--- src/rtl/lane_stripe_ctrl_pkg.sv ---
// Shared constants, lane-mode encodings, controller state type and the
// lane-count decode used by the stripe controller and its output registers.
package pcie_lane_pkg;

    localparam int DW     = 8;
    localparam int NLANES = 4;

    localparam logic [1:0] MODE_X1 = 2'd0;
    localparam logic [1:0] MODE_X2 = 2'd1;
    localparam logic [1:0] MODE_X4 = 2'd2;

    typedef enum logic [1:0] {
        IDLE = 2'd0,
        FILL = 2'd1,
        FULL = 2'd2
    } state_t;

    // Number of lanes a column spans for a given lane_mode; reserved maps to 4.
    function automatic logic [2:0] lanes_active(input logic [1:0] mode);
        case (mode)
            MODE_X1: lanes_active = 3'd1;
            MODE_X2: lanes_active = 3'd2;
            MODE_X4: lanes_active = 3'd4;
            default: lanes_active = 3'd4;
        endcase
    endfunction

endpackage

--- src/rtl/lane_stripe_ctrl_lane_out_reg.sv ---
// One lane of the output column: loads a byte and its valid when a column
// commits, and holds both until the downstream signals out_ready.
module lane_out_reg
    import pcie_lane_pkg::*;
(
    input  logic          clk,
    input  logic          reset_L,
    input  logic          load,
    input  logic          out_ready,
    input  logic          lane_en,
    input  logic [DW-1:0] din,
    output logic [DW-1:0] dout,
    output logic          vout
);

    // Load on commit, otherwise drop the valid once the column is taken.
    always_ff @(posedge clk or negedge reset_L) begin
        if (!reset_L) begin
            dout <= '0;
            vout <= 1'b0;
        end else if (load) begin
            vout <= lane_en;
            dout <= lane_en ? din : '0;
        end else if (out_ready) begin
            vout <= 1'b0;
        end
    end

endmodule

--- src/rtl/lane_stripe_ctrl.sv ---
// Round-robin byte striper: collects up to four bytes into a staging column,
// then commits the column to a double-buffered output with per-lane valids.
module lane_stripe_ctrl
    import pcie_lane_pkg::*;
(
    input  logic          clk,
    input  logic          reset_L,
    input  logic [DW-1:0] data_in,
    input  logic          valid_in,
    output logic          ready_in,
    input  logic [1:0]    lane_mode,
    input  logic          flush,
    input  logic          out_ready,
    output logic [DW-1:0] data_out0,
    output logic [DW-1:0] data_out1,
    output logic [DW-1:0] data_out2,
    output logic [DW-1:0] data_out3,
    output logic          valid_out0,
    output logic          valid_out1,
    output logic          valid_out2,
    output logic          valid_out3,
    output logic [1:0]    cur_lane,
    output logic          err_mode
);

    state_t              state;
    logic [DW-1:0]       stage [NLANES];
    logic [NLANES-1:0]   mask;
    logic [2:0]          act_lanes;
    logic                ready_q;

    logic [DW-1:0]       dout [NLANES];
    logic [NLANES-1:0]   vout;

    logic [2:0]          eff_lanes;
    logic                accept;
    logic [DW-1:0]       col_data [NLANES];
    logic [NLANES-1:0]   col_mask;
    logic                wraps;
    logic                out_busy;
    logic                out_free;
    logic                seal;
    logic                commit;
    logic                busy_next;

    assign ready_in = ready_q;

    // Next column contents, seal/commit decisions and output occupancy.
    always_comb begin
        // NOTE: every signal gets a default first so no path leaves one unassigned and infers a latch.
        eff_lanes = (state == IDLE) ? lanes_active(lane_mode) : act_lanes;
        accept    = valid_in && ready_q;
        col_data  = stage;
        col_mask  = mask;
        if (state != FULL && accept) begin
            col_data[cur_lane] = data_in;
            col_mask[cur_lane] = 1'b1;
        end
        wraps    = accept && (({1'b0, cur_lane} + 3'd1) == eff_lanes);
        out_busy = |vout;
        out_free = !out_busy || out_ready;
        if (state == FULL) begin
            seal   = 1'b1;
            commit = out_ready;
        end else begin
            seal   = wraps || (flush && |col_mask);
            commit = seal && out_free;
        end
        busy_next = commit || (out_busy && !out_ready);
    end

    // Controller FSM: staging column, fill pointer, mode latch and ready.
    always_ff @(posedge clk or negedge reset_L) begin
        if (!reset_L) begin
            state     <= IDLE;
            // NOTE: the staging column is only four bytes and must be wiped so a reset mid-column never leaks old data.
            for (int i = 0; i < NLANES; i++) begin
                stage[i] <= '0;
            end
            mask      <= '0;
            cur_lane  <= 2'd0;
            act_lanes <= 3'd4;
            err_mode  <= 1'b0;
            ready_q   <= 1'b0;
        end else begin
            // NOTE: non-blocking assignments so every register sees pre-edge values regardless of statement order.
            if (state == IDLE) begin
                act_lanes <= eff_lanes;
                if (lane_mode == 2'd3) begin
                    err_mode <= 1'b1;
                end
            end
            if (commit) begin
                for (int i = 0; i < NLANES; i++) begin
                    stage[i] <= '0;
                end
                mask     <= '0;
                cur_lane <= 2'd0;
                state    <= FILL;
                ready_q  <= 1'b1;
            end else if (seal) begin
                stage    <= col_data;
                mask     <= col_mask;
                cur_lane <= 2'd0;
                state    <= FULL;
                ready_q  <= 1'b0;
            end else begin
                stage <= col_data;
                mask  <= col_mask;
                if (accept) begin
                    cur_lane <= cur_lane + 2'd1;
                end
                state   <= (|col_mask || busy_next) ? FILL : IDLE;
                ready_q <= 1'b1;
            end
        end
    end

    for (genvar i = 0; i < NLANES; i++) begin : g_lane
        lane_out_reg u_out (
            .clk       (clk),
            .reset_L   (reset_L),
            .load      (commit),
            .out_ready (out_ready),
            .lane_en   (col_mask[i]),
            .din       (col_data[i]),
            .dout      (dout[i]),
            .vout      (vout[i])
        );
    end

    assign data_out0  = dout[0];
    assign data_out1  = dout[1];
    assign data_out2  = dout[2];
    assign data_out3  = dout[3];
    assign valid_out0 = vout[0];
    assign valid_out1 = vout[1];
    assign valid_out2 = vout[2];
    assign valid_out3 = vout[3];

endmodule
--- config.mk ---
export PLATFORM = sky130hd
export DESIGN_NAME = lane_stripe_ctrl
export DESIGN_NICKNAME = d
export VERILOG_FILES = /design/src/rtl/lane_stripe_ctrl_pkg.sv /design/src/rtl/lane_stripe_ctrl_lane_out_reg.sv /design/src/rtl/lane_stripe_ctrl.sv
export SDC_FILE = /design/constraint.sdc
export NUM_CORES = 1
export LEC_CHECK = 0
export ABC_CLOCK_PERIOD_IN_PS = 2000
export CAP_MARGIN = 15
export CORE_ASPECT_RATIO = 0.5
export CORE_MARGIN = 2
export CORE_UTILIZATION = 45
export CTS_CLUSTER_DIAMETER = 60
export DETAILED_ROUTE_END_ITERATION = 10
export PLACE_DENSITY = 0.76
export SETUP_SLACK_MARGIN = 0.3
export SLEW_MARGIN = 0
export SYNTH_ARGS = -nofsm -noshare
export SYNTH_HDL_FRONTEND = slang
export SYNTH_HIERARCHICAL = 1
export SYNTH_SLANG_ARGS = --single-unit
--- constraint.sdc ---
create_clock -name clk -period 2 [get_ports clk]
set_input_delay 0.5 -clock clk [delete_from_list [all_inputs] [get_ports clk]]
set_output_delay 0.5 -clock clk [all_outputs]
set_load 0.02 [all_outputs]
# Yosys cells after proc, flatten, opt, wreduce, memory -nomap -nowiden
# Index checks and enable logic that the tools add are counted.
# totals
out_inout_bits	40
n_memories	0
inputBits	15
word_cells	82
mem_bits_ro	0
latchBits	0
reg_bits	81
ram_bits	0
# op_classes
n_bitwise	2
n_div	0
shift	0
magnitude_cmp	4
n_eq_ne	5
add_sub_neg	2
n_mul	0
muxes	30
n_reduce_logical	21
# ops
op	count
two-way mux 32 bit	2
two-way mux 8 bit	5
bitwise mux 32 bit	1
demux 8 bit (select 2 bit)	1
two-way mux 1 bit	11
two-way mux 2 bit	5
logical AND 1 bit	8
two-way mux 4 bit	2
OR reduction 4 bit	2
case mux 3 bit (2 select lines)	1
equality test 2 bit, second input constant	2
logical NOT 2 bit	2
logical OR 1 bit	4
OR 4 bit	1
adder 2 x 1 -> 3 bit, second input constant	1
equality test 3 bit	1
>= comparator 3 bit, second input constant	1
< comparator 2 x 3 -> 1 bit, second input constant	1
< comparator 3 x 1 -> 1 bit, second input constant	1
two-way mux 3 bit	1
NOT 2 -> 3 bit	1
nonzero test 3 bit	1
adder 2 x 1 -> 2 bit, second input constant	1
demux 1 bit (select 2 bit)	1
other kinds (6)	7

# Depth between registers and ports, before layout
# depth
word_depth	16
mapped_depth	11
ltp_nobuf	8

# Hierarchy
# The synthesis kept the hierarchy.
# modules_own_cells
module	seq_area_each_um2	cells_each	area_per_inst_um2	instances
lane_stripe_ctrl	1127.3	185	2314.7	1
lane_out_reg	225.2	38	432.9	4

# Worst setup path after synthesis
# No wires, ideal clock.
# synth_timing
path_type	register -> register
from	register cur_lane[0]
to	register g_lane[1].u_out.dout[5]
setup_ns	0.117
t_required_ns	1.883
arrival_time_ns	2.220
path_slack_ns	-0.337
n_path_buf	3
synth_period_minus_slack_ns	2.337
path_stages_with_launch	12
path_cell_list	dfrtp_1 inv_1 ha_1 nor4_1 o31ai_1 a31oi_2 o21ai_4 buf_6 buf_6 buf_12 nand3_2 o21ai_2
# synth_via
elab_chain_cells	11
elab_cells_between_ends	24
cone_classes	1 x add/sub; 4 x order compare; 1 x eq/ne; 9 x mux; 2 x bitwise; 7 x reduce/logical
# synth_lines
item	line	source
start: declaration	lane_stripe_ctrl.sv:22	output logic [1:0] cur_lane,
start signal: assignment	lane_stripe_ctrl.sv:111	cur_lane <= cur_lane + 2'd1;
< comparator 2 x 3 -> 1 bit (implied by the code) / >= comparator 2 x 1 -> 1 bit (equally long branches)	lane_stripe_ctrl.sv:57	col_mask[cur_lane] = 1'b1;
logical AND 1 bit (implied by the code)	lane_stripe_ctrl.sv:57	
two-way mux 1 bit (implied by the code)	lane_stripe_ctrl.sv:57	
demux 1 bit (select 2 bit)	lane_stripe_ctrl.sv:57	
OR 4 bit (no line)	n/a	
two-way mux 4 bit	lane_stripe_ctrl.sv:55	if (state != FULL && accept) begin
OR reduction 4 bit	lane_stripe_ctrl.sv:66	seal = wraps || (flush && |col_mask);
logical AND 1 bit	lane_stripe_ctrl.sv:66	
logical OR 1 bit *	lane_stripe_ctrl.sv:66	
logical AND 1 bit *	lane_stripe_ctrl.sv:67	commit = seal && out_free;
two-way mux 1 bit *	lane_stripe_ctrl.sv:62	if (state == FULL) begin
via commit	lane_stripe_ctrl.sv:43	logic commit;
end signal: assignment	lane_stripe_ctrl_lane_out_reg.sv:23	dout <= lane_en ? din : '0;
end: declaration	lane_stripe_ctrl_lane_out_reg.sv:12	output logic [DW-1:0] dout,
# Mark *: on every way through the listed nets, which the timed path passes. The rest lies on a longest branch.
# A chain may end at the register's enable or synchronous reset.

# Final worst setup path
# layout_timing
from	register state[0]
to	register g_lane[1].u_out.dout[5]
# layout_via
elab_chain_cells	8
elab_cells_between_ends	15
cone_classes	3 x eq/ne; 5 x mux; 7 x reduce/logical
# layout_lines
item	line	source
start: declaration	lane_stripe_ctrl.sv:26	state_t state;
start signal: assignment	lane_stripe_ctrl.sv:113	state <= (|col_mask || busy_next) ? FILL : IDLE;
inequality test 2 bit	lane_stripe_ctrl.sv:55	
logical AND 1 bit	lane_stripe_ctrl.sv:55	
two-way mux 4 bit	lane_stripe_ctrl.sv:55	
OR reduction 4 bit	lane_stripe_ctrl.sv:66	
logical AND 1 bit	lane_stripe_ctrl.sv:66	
logical OR 1 bit	lane_stripe_ctrl.sv:66	
logical AND 1 bit	lane_stripe_ctrl.sv:67	
two-way mux 1 bit	lane_stripe_ctrl.sv:62	
# Parallel ways exist; a longest one is shown, timed or not.

==> summary.md <==
| Metric | Value |
|---|---|
| FF-to-FF setup slack | `-0.18 ns` |
| Final Util | `66.6%` |
| Peak supply drop | `0.000827 V` |
| First-pass GRT wire length | `16200 um` |
| Clk root buf | `clkbuf_16` |
| Asr flop ratio synth | `100%` |
| Clock power share | `17.3%` |
| Clk_skew | `0.0104 ns` |
| HPWL Detailed | `5850 um` |
| Syn nets | `about 360` |
| Switching share of power | `37.0%` |
| Synth Area in Simple Gates | `17.8%` |
| Area share of fa/ha/maj cells after synthesis | `1.24%` |
| Distinct cells, synth | `42` |
| Worst path max stage delay | `0.46 ns` |
| Setup TNS | `-4.04 ns` |
| Worst-path clk slew | `0.06 ns` |
| Total GRT Usage | `between 20% and 30%` |
| Max Root-Sink Buffers | `2` |
| Routed len/inst | `~17 um` |
| Worst Path Max Fanout | `7` |
| Peak Freq | `458 MHz` |
| Final Cell Area | `0.00580 sq mm` |
| Layout Nets | `474` |
| Critical path launch point | `state[0]$_DFF_PN0_` |
| Final setup fails | `57` |
| CTS tree | `done` |
| Pin count of the biggest net entering global routing | `40` |
| GP Congestion | `about 0.77` |
| Post-CTS Hold Buffers | `0` |
| Final WS setup | `-0.182 ns` |
| Worst Setup EP | `g_lane[1].u_out/dout[5]$_DFFE_PN0P_` |
| XOR/XNOR Fraction of Synth Area | `less than 1%` |
| Crit path DAT | `roughly 2.4 ns` |
| Crit-path most repeated cell | `buf_12` |
| Initial antenna violation count | `0` |
| Die height | `just over 70 um` |
| PD cells | `1680 mW/mm^2` |
| Violated checks | `setup timing` |
| CTS Buf Count | `9` |
| Sequential element share of the synthesized area | `50.1%` |
| Vias in the first global route | `3105` |
| Synth Area in Compound Gates | `12.0%` |
| Synthesized area | `about 0.0040 sq mm` |
| Inst Count DP | `528` |
| Most frequent cells in the layout | `dfrtp_1, buf_4, inv_1` |
| Share of cells above drive strength 1 | `50.4%` |
| Synth area leaders | `dfrtp_1, mux2_2, o21ai_2` |
| Worst path slowest cell | `dfrtp_2` |
| Max-cap violations | `0` |
| Reg-to-reg endpoint | `g_lane[1].u_out/dout[5]$_DFFE_PN0P_` |
| Worst-Margin Slew | `0.520 ns` |
| Fin. Hold Viols | `0` |
| DRC viols | `0` |
| Leakage | `0.00273 uW` |
| Power share of the sequential group | `24.2%` |
| Main flop type after synthesis | `dfrtp_1` |
| Startpoint types | `register` |
| # rows | `24` |
| Initial core utilization | `approximately 46%` |
| DR vias | `roughly 2.9k` |
| Commonest non-fill, non-tap cell in the layout | `dfrtp_1` |
| Area leader, netlist | `dfrtp_1` |
| Outcome | `finished with violations` |
| Chip width | `roughly 140 um` |
| Largest family of logic cells by synthesized area | `simple AND/OR/NAND/NOR gates` |
| Port buffer count | `54` |
| Req. time, crit path | `2.24 ns` |
| EDFF count, synth | `0` |
| Reg-to-Reg Start | `state[0]$_DFF_PN0_` |
| CTS H-tree lvls | `3` |
| RSZ-0062 raised after global routing | `true` |
| DRT iter0 DRCs | `176` |
| HP Class | `in2async` |
| Synthesis-to-layout area growth | `43.3%` |
| Fin crit share | `109%` |
| Critical path type | `reg2reg` |
| Final min period | `2.18 ns` |
| R2r worst-path depth | `10` |
| Synth warn | `6` |
| Avg Vias per Cell | `5.06` |
| CP Capture Type | `register` |
| Layout Cells excl Fill | `577` |
| DRT Wirelength | `10000 um` |
| Slew HR | `65.3%` |
| GRT overflow | `0` |
| Core ar. | `0.00871 sq mm` |
| I/O pin total | `55` |
| Total die area | `roughly 0.01 sq mm` |
| Worst-path cell chain | `or3b_4, and4bb_2, o21ai_4, o21ai_4, buf_12, buf_12, buf_16, buf_12, nand3_2, o21ai_2` |
| Hold Slack | `between 0.1 and 0.15 ns` |
| Combinational power share | `58.5%` |
| Clk_lat worst skew | `0.35 ns` |
| Diodes inserted | `0` |
| Pint | `6130 uW` |
| Mux cell area share after synthesis | `under 10%` |
| Mapped Avg Cell Area | `12.0 sq um` |
| Post-synth top area share | `49.5%` |
| Placed Area | `0.00495 sq mm` |
| Gate Count Post-Synth | `337` |
| Drt first pass iters | `4` |
| Slew Limit Fails | `0` |
| Sink Count | `81` |
| Flops & latches, synth | `around 80` |
| Sw Pwr | `3610 uW` |
| ANT nets after route | `0` |
-- worst min-delay path by stage --
| stage | start | to | slack [ns] | cells past startpoint |
|---|---|---|---|---|
| floorplan | reset_L | act_lanes[0]$_DFFE_PN0N_ | 0.20 | 0 |
| global placement | err_mode$_DFFE_PN0P_ | err_mode$_DFFE_PN0P_ | 0.46 | 1 |
| detailed placement | err_mode$_DFFE_PN0P_ | err_mode$_DFFE_PN0P_ | 0.47 | 1 |
| CTS | reset_L | g_lane[1].u_out/dout[1]$_DFFE_PN0P_ | 0.15 | 1 |
| global route | reset_L | g_lane[3].u_out/dout[5]$_DFFE_PN0P_ | 0.17 | 1 |
| finish | reset_L | g_lane[3].u_out/dout[5]$_DFFE_PN0P_ | 0.13 | 1 |
-- flip-flops by register name, summed over array words and instances, names as in the netlist --
signal and flops:
g_lane.u_out/dout 32, ready_in 1, g_lane.u_out/vout 4, err_mode 1, act_lanes 3, cur_lane 2
mask 4, state 2, stage 32
-- metal layers --
metal  global-route usage, %  vias to the layer above  share of wire, %
met5                       0                        -                 0
met4                    7.71                        0               2.2
met3                    6.03                       22               4.8
met2                    37.5                       59                51
met1                    26.0                     1470                42
li1                        -                     1371                 -
-- cells by family after synthesis --
family                   after synthesis
AO/OA/AOI/OAI                         57
XOR/XNOR                               1
AND/OR/NAND/NOR                      104
buffers and inverters                 57
multiplexers                          33
flip-flops                            81
adder cells (fa/ha/maj)                4
-- worst max-delay path: cells and delay by family, from the launching register on --
family / cells / cell delay, ns
flops: 1 / 0.46
buf+inv: 4 / 0.54
compound gates: 3 / 0.34
simple gates: 3 / 0.73
-- synth_stat cells, types with 4 or more instances --
master and n:
dfrtp_1 80, clkbuf_8 4, buf_6 8, nand3_2 8
nor2_1 10, a22o_1 4, a21oi_2 5, nand2_2 4
nand3_1 25, ha_1 4, nor2b_4 4, nor2b_2 16
nor4_1 6, mux2_2 32, nor2b_1 13, inv_1 40
o21ai_2 33, o21ai_0 5, buf_12 4, nand2_1 5
-- power by group through the flow --
stage,clock (uW),sequential [uW],combinational [uW]
after floorplan,0,2510,2790
after global placement,0,2360,3850
after detailed placement,0,2370,3940
after CTS,1700,2330,5310
after global routing,1800,2400,6040
final,1690,2350,5700
-- final cells by class --
type,count,area (sq um)
fillers,620,2910
flip-flops and latches,81,2030
multi-input cells,199,1850
repair buffers,124,1320
clock buffers,9,225
inverters,40,153
well taps,117,146
clock inverters,7,76.3
-- metrics by stage --
step,setup WS [ns],power [uW]
after floorplan,-0.130,5300
after global placement,-0.580,6200
after detailed placement,-0.604,6310
after CTS,-0.149,9340
after global routing,-0.239,10200
final,-0.182,9740
-- repair_timing --
item	CTS	global route
endpoints found under the setup margin	117	78
setup buffers	24	4
gates resized for setup	84	21
gates cloned	5	0
pin swaps	12	1
No activity file was read; power rests on OpenSTA's default activity.
